==> src/rtl/aes_pkg.sv <==
// Shared AES-128 key-schedule definitions: sizes, round-key type, controller
// states, S-box and Rcon lookup.
package aes_pkg;

  localparam int NR    = 10;
  localparam int KEY_W = 128;

  // Index of the final round key, in the width of the round counter/read address.
  localparam logic [3:0] LAST_RK = 4'(NR);

  typedef logic [KEY_W-1:0] round_key_t;

  typedef enum logic [1:0] {
    IDLE   = 2'd0,
    EXPAND = 2'd1,
    READY  = 2'd2
  } ks_state_t;

  // Forward S-box; the first listed byte lands in element 255, so entry x sits at ~x.
  localparam logic [255:0][7:0] SBOX_TABLE = {
    128'h637c777bf26b6fc53001672bfed7ab76,
    128'hca82c97dfa5947f0add4a2af9ca472c0,
    128'hb7fd9326363ff7cc34a5e5f171d83115,
    128'h04c723c31896059a071280e2eb27b275,
    128'h09832c1a1b6e5aa0523bd6b329e32f84,
    128'h53d100ed20fcb15b6acbbe394a4c58cf,
    128'hd0efaafb434d338545f9027f503c9fa8,
    128'h51a3408f929d38f5bcb6da2110fff3d2,
    128'hcd0c13ec5f974417c4a77e3d645d1973,
    128'h60814fdc222a908846eeb814de5e0bdb,
    128'he0323a0a4906245cc2d3ac629195e479,
    128'he7c8376d8dd54ea96c56f4ea657aae08,
    128'hba78252e1ca6b4c6e8dd741f4bbd8b8a,
    128'h703eb5664803f60e613557b986c11d9e,
    128'he1f8981169d98e949b1e87e9ce5528df,
    128'h8ca1890dbfe6426841992d0fb054bb16
  };

  function automatic logic [7:0] sbox(input logic [7:0] x);
    return SBOX_TABLE[~x];
  endfunction

  function automatic logic [7:0] rcon(input logic [3:0] r);
    logic [7:0] value;
    value = 8'h00;
    case (r)
      4'd1:    value = 8'h01;
      4'd2:    value = 8'h02;
      4'd3:    value = 8'h04;
      4'd4:    value = 8'h08;
      4'd5:    value = 8'h10;
      4'd6:    value = 8'h20;
      4'd7:    value = 8'h40;
      4'd8:    value = 8'h80;
      4'd9:    value = 8'h1b;
      4'd10:   value = 8'h36;
      default: value = 8'h00;
    endcase
    return value;
  endfunction

endpackage

==> src/rtl/key_schedule_ctrl_key_expansion.sv <==
// Combinational AES-128 key expansion step: derives round key r from round key r-1.
// Byte 0 of each word is in the low byte, matching the key_in packing.
module key_expansion
  import aes_pkg::*;
(
  input  logic [KEY_W-1:0] prev_key,
  input  logic [3:0]       round,
  output logic [KEY_W-1:0] next_key
);

  logic [31:0] w0, w1, w2, w3;
  logic [31:0] rot, temp;
  logic [31:0] n0, n1, n2, n3;

  assign w0 = prev_key[31:0];
  assign w1 = prev_key[63:32];
  assign w2 = prev_key[95:64];
  assign w3 = prev_key[127:96];

  // RotWord moves byte 1 into byte 0; Rcon is applied to byte 0 only.
  assign rot  = {w3[7:0], w3[31:24], w3[23:16], w3[15:8]};
  assign temp = {sbox(rot[31:24]), sbox(rot[23:16]), sbox(rot[15:8]),
                 sbox(rot[7:0]) ^ rcon(round)};

  assign n0 = w0 ^ temp;
  assign n1 = w1 ^ n0;
  assign n2 = w2 ^ n1;
  assign n3 = w3 ^ n2;

  assign next_key = {n3, n2, n1, n0};

endmodule

==> src/rtl/key_schedule_ctrl.sv <==
// AES-128 key schedule controller: expands one key over 10 cycles into an
// 11-entry round-key register file with a registered random-access read port.
// Optional KEY_SCHED_ZEROIZE_EN adds a single-cycle zeroize input.
module key_schedule_ctrl
  import aes_pkg::*;
(
  input  logic             clk,
  input  logic             rst_n,
  input  logic [KEY_W-1:0] key_in,
  input  logic             key_valid,
  output logic             key_ready,
  input  logic [3:0]       rk_addr,
  input  logic             rk_rd,
  output logic [KEY_W-1:0] rk_out,
  output logic             rk_out_valid,
  output logic             keys_ready,
  output logic             done
`ifdef KEY_SCHED_ZEROIZE_EN
  ,
  input  logic             zeroize
`endif
);

  ks_state_t        state, next_state;
  logic [3:0]       round_cnt;
  round_key_t       prev_key;
  round_key_t       step_key;
  round_key_t       store [0:NR];
  logic             zero_req;
  logic             accept;
  logic             step_en;
  logic             last_step;

`ifdef KEY_SCHED_ZEROIZE_EN
  assign zero_req = zeroize;
`else
  assign zero_req = 1'b0;
`endif

  key_expansion u_key_expansion (
    .prev_key (prev_key),
    .round    (round_cnt),
    .next_key (step_key)
  );

  always_ff @(posedge clk or negedge rst_n) begin
    if (!rst_n) begin
      state <= IDLE;
    end else begin
      state <= next_state;
    end
  end

  // Zeroize wins over both a pending accept and an expansion in flight.
  always_comb begin
    next_state = state;
    accept     = 1'b0;
    step_en    = 1'b0;
    last_step  = 1'b0;
    key_ready  = (state != EXPAND);
    case (state)
      IDLE, READY: begin
        if (key_valid) begin
          accept     = 1'b1;
          next_state = EXPAND;
        end
      end
      EXPAND: begin
        step_en = 1'b1;
        if (round_cnt == LAST_RK) begin
          last_step  = 1'b1;
          next_state = READY;
        end
      end
      default: next_state = IDLE;
    endcase
    if (zero_req) begin
      next_state = IDLE;
      accept     = 1'b0;
      step_en    = 1'b0;
      last_step  = 1'b0;
    end
  end

  // Key store, expansion registers and read port; reads see pre-write contents.
  always_ff @(posedge clk or negedge rst_n) begin
    if (!rst_n) begin
      for (int i = 0; i <= NR; i++) store[i] <= '0;
      prev_key     <= '0;
      round_cnt    <= '0;
      keys_ready   <= 1'b0;
      done         <= 1'b0;
      rk_out       <= '0;
      rk_out_valid <= 1'b0;
    end else if (zero_req) begin
      for (int i = 0; i <= NR; i++) store[i] <= '0;
      prev_key     <= '0;
      round_cnt    <= '0;
      keys_ready   <= 1'b0;
      done         <= 1'b0;
      rk_out       <= '0;
      rk_out_valid <= 1'b0;
    end else begin
      done <= last_step;
      if (accept) begin
        store[0]   <= key_in;
        prev_key   <= key_in;
        round_cnt  <= 4'd1;
        keys_ready <= 1'b0;
      end else if (step_en) begin
        store[round_cnt] <= step_key;
        prev_key         <= step_key;
        if (last_step) begin
          round_cnt  <= '0;
          keys_ready <= 1'b1;
        end else begin
          round_cnt <= round_cnt + 4'd1;
        end
      end
      rk_out_valid <= rk_rd;
      if (rk_rd) begin
        rk_out <= (rk_addr <= LAST_RK) ? store[rk_addr] : '0;
      end
    end
  end

endmodule

==> config.mk <==
export PLATFORM = sky130hd
export DESIGN_NAME = key_schedule_ctrl
export DESIGN_NICKNAME = d
export VERILOG_FILES = /design/src/rtl/aes_pkg.sv /design/src/rtl/key_schedule_ctrl_key_expansion.sv /design/src/rtl/key_schedule_ctrl.sv
export SDC_FILE = /design/constraint.sdc
export NUM_CORES = 2
export LEC_CHECK = 0
export CORE_MARGIN = 2
export CORE_UTILIZATION = 45
export DETAILED_ROUTE_END_ITERATION = 12
export PLACE_DENSITY_LB_ADDON = 0.08
export SKIP_CTS_REPAIR_TIMING = 1
export SLEW_MARGIN = 20
export SYNTH_ARGS = -nofsm -noshare
export SYNTH_HDL_FRONTEND = slang
export SYNTH_SLANG_ARGS = --single-unit
==> constraint.sdc <==
create_clock -name clk -period 8.4 [get_ports clk]
set_clock_uncertainty 0.05 [all_clocks]
set_input_delay 1.68 -clock clk [delete_from_list [all_inputs] [get_ports clk]]
set_output_delay 1.68 -clock clk [all_outputs]
set_load 0.02 [all_outputs]
==> results.txt <==
Layout area overhead: 11.83%
CTS clk-pin slew, worst paths: 0.06 ns
Arr. time, crit path: 6.42 ns
Most frequent CP cell: buf_4
Nets: 9313
Final min period: 5.774 ns
DR pass1 iterations: 6
Critical R2R Launch: prev_key[97]$_DFFE_PN0P_
Global routing usage on met2: 53.97%
Count leader, synth: dfrtp_1
Post-Synthesis Cell Area: 88870 um2
Vias in the first global route: 72290
Unrepaired setup endpoints after global routing: no
Worst Hold End: store[1103]$_DFFE_PN0P_
Cell taking the most area after synthesis: dfrtp_1
Max frequency: 0.1732 GHz
Ys Warns: 0
Slew margin rel.: 19.32%
GP Congestion: 1.000
Clock sink count: 1673
Status: completed
Grt peak-use layer: met2
Maxcap violations: 0
Crit Path Max Fanout: 17
Clk_lat worst skew: 0.86 ns
GRT Overall Usage: 36.25%
Most instantiated cells after synthesis: 1673 x dfrtp_1, 1539 x nand2_1, 1462 x o21ai_0, 744 x clkbuf_1, 531 x a21oi_1
First-pass GRT wire length: 531300 um
Die Y: 448.4 um
DRT iter0 DRCs: 8697
Total Wirelength: 366700 um
GRT overflow: 0
Initial core utilization: 45.15%
Drc violations: 0
Distinct cells, synth: 113
Mapped Cells: 9441
Core Region: 196800 um2
Worst reg2reg endpoint: store[1275]$_DFFE_PN0P_
Post-route ant nets: 0
CP Data Required Time: 9.05 ns
Post-synth EDFFs: 0
Total Neg Setup Slack: 0 ns
Hold Path Depth: 2
Slew Limit Fails: 0
CTS tree: done
Met1 Usage GRT: 49.63%
Worst-margin pin slew: 1.187 ns
Sequential area share after synthesis: 47.11%
I/O Buffers: 267
FF-to-FF path depth: 13
R2R Setup Slk: 2.63 ns
FP Rows: 163
Count of final setup violators: 0
Vias per cell: 6.339
Critical path, cell by cell: inv_1 > ha_1 > or2_2 > o211ai_1 > a31oi_1 > a2111oi_0 > a41oi_2 > xor2_2 > xnor2_4 > buf_4 > xnor2_1 > buf_4 > o21ai_0
Crit. End Element: flop
Root Driver: clkbuf_16
Share of cells above drive strength 1: 10.37%
Vias: 75550
Final HPWL DP: 234700 um
Post-synthesis net count: 9638
Critical Path Slowest Stage Cell: a2111oi_0
Biggest cell delay along the critical path: 1.04 ns
CP Launch Type: flop
Drt wl/cell: 30.77 um
Type of the most critical hold path: flop to flop
Initial antenna violation count: 28
# IOs: 268
Die X: 448.4 um
Final hold violations: 0
Global routing usage on met3: 6.646%
Largest net degree at the start of global routing: 175
Num CTS Buffers: 185
Critical path type: flop to flop
Longest Clk Path Bufs: 3
Synth Register Bits: 1673
Post-synth ARST share: 100.0%
Synth area leaders: dfrtp_1 47%, o21ai_0 8.2%, mux4_2 7.3%
H-Tree Depth: 4
Mean Syn Cell Area: 9.413 um2
Hold wc startpoint: store[1103]$_DFFE_PN0P_
Top FF cell, synth: dfrtp_1
Crit share post-route: 68.73%
Post-synth top area share: 47.11%
Die area: 201000 um2
## per-stage QoR
step,utilization [%],area (um2),hold slack [ns],cells,setup slack (ns)
floorplan,-,88870,0.3946,9441,4.219
global placement,47.26,93020,0.4055,11570,2.535
detailed placement,47.30,93090,0.4147,11570,2.766
CTS,50.43,99250,0.4274,11910,2.757
global route,50.48,99350,0.4346,11910,2.494
finish,50.49,99370,0.4226,11920,2.626
## area by class of cell
cell class	instances	area [um2]
antenna	14	35.03
clock buffer	293	5585
tap	2640	3303
clock inverter	43	580.6
fill	18270	97430
timing repair buffer	475	4623
sequential	1673	41890
multi-input combinational	6580	42600
inverter	201	759.5
## worst max-delay path by stage
stage | start | end | slack (ns) | cells past startpoint
2_1_floorplan | rk_addr[0] | rk_out[10]$_DFFE_PN0P_ | 4.22 | 7
3_3_place_gp | prev_key[97]$_DFFE_PN0P_ | store[1275]$_DFFE_PN0P_ | 2.53 | 13
3_5_place_dp | prev_key[105]$_DFFE_PN0P_ | store[1379]$_DFFE_PN0P_ | 2.77 | 13
4_1_cts | prev_key[105]$_DFFE_PN0P_ | store[1379]$_DFFE_PN0P_ | 2.76 | 13
5_1_grt | prev_key[105]$_DFFE_PN0P_ | store[611]$_DFFE_PN0P_ | 2.49 | 13
6_report | prev_key[97]$_DFFE_PN0P_ | store[1275]$_DFFE_PN0P_ | 2.63 | 13
## routing by layer
| layer | up-vias | part of all wire [%] |
|---|---|---|
| li1 | 33090 | - |
| met1 | 38210 | 42 |
| met2 | 3452 | 44 |
| met3 | 785 | 7.7 |
| met4 | 14 | 6.6 |
| met5 | - | 0.025 |
## flip-flops by register name (all words and copies together), names as in the netlist
signal,count
done,1
keys_ready,1
prev_key,128
rk_out,128
rk_out_valid,1
round_cnt,4
state,2
store,1408
## critical path: cells and delay by family (launching register included)
| family | cells | cell delay (ns) |
|---|---|---|
| buffers and inverters | 3 | 0.94 |
| XOR/XNOR | 3 | 1.32 |
| AO/OA/AOI/OAI | 5 | 1.71 |
| adder cells (fa/ha/maj) | 1 | 0.69 |
| AND/OR/NAND/NOR | 1 | 0.52 |
| flip-flops | 1 | 0.38 |
## layout by cell type (no fill, tap or decap), drive strengths merged, types with 33 or more instances in the layout
| cell type | n |
|---|---|
| a311oi | 33 |
| o22ai | 238 |
| nor3 | 124 |
| xor2 | 59 |
| or3 | 33 |
| nand2 | 1540 |
| clkbuf | 293 |
| a31oi | 48 |
| mux4 | 288 |
| a22oi | 65 |
| and3 | 36 |
| clkdlybuf4s50 | 261 |
| o311ai | 52 |
| o21ai | 1520 |
| and2 | 43 |
| a21o | 52 |
| mux2i | 178 |
| dfrtp | 1673 |
| o31ai | 38 |
| nand3 | 96 |
| inv | 197 |
| a21oi | 532 |
| ha | 61 |
| o211ai | 60 |
| a221o | 65 |
| a211oi | 178 |
| nor2b | 110 |
| clkinv | 39 |
| xnor2 | 144 |
| nand2b | 97 |
| nor2 | 421 |
| buf | 214 |
## cell families after synthesis
kind of cell / after synthesis / synth area share, %
AO/OA/AOI/OAI: 3167 / 21.47
AND/OR/NAND/NOR: 2662 / 13.12
multiplexers: 482 / 9.533
XOR/XNOR: 208 / 2.357
adder cells (fa/ha/maj): 61 / 0.8589
buffers and inverters: 1188 / 5.552
flip-flops: 1673 / 47.11
Power is left out: the tool's default activity adds up to more than one toggle a clock period on the data nets, which glitch-free logic cannot reach.
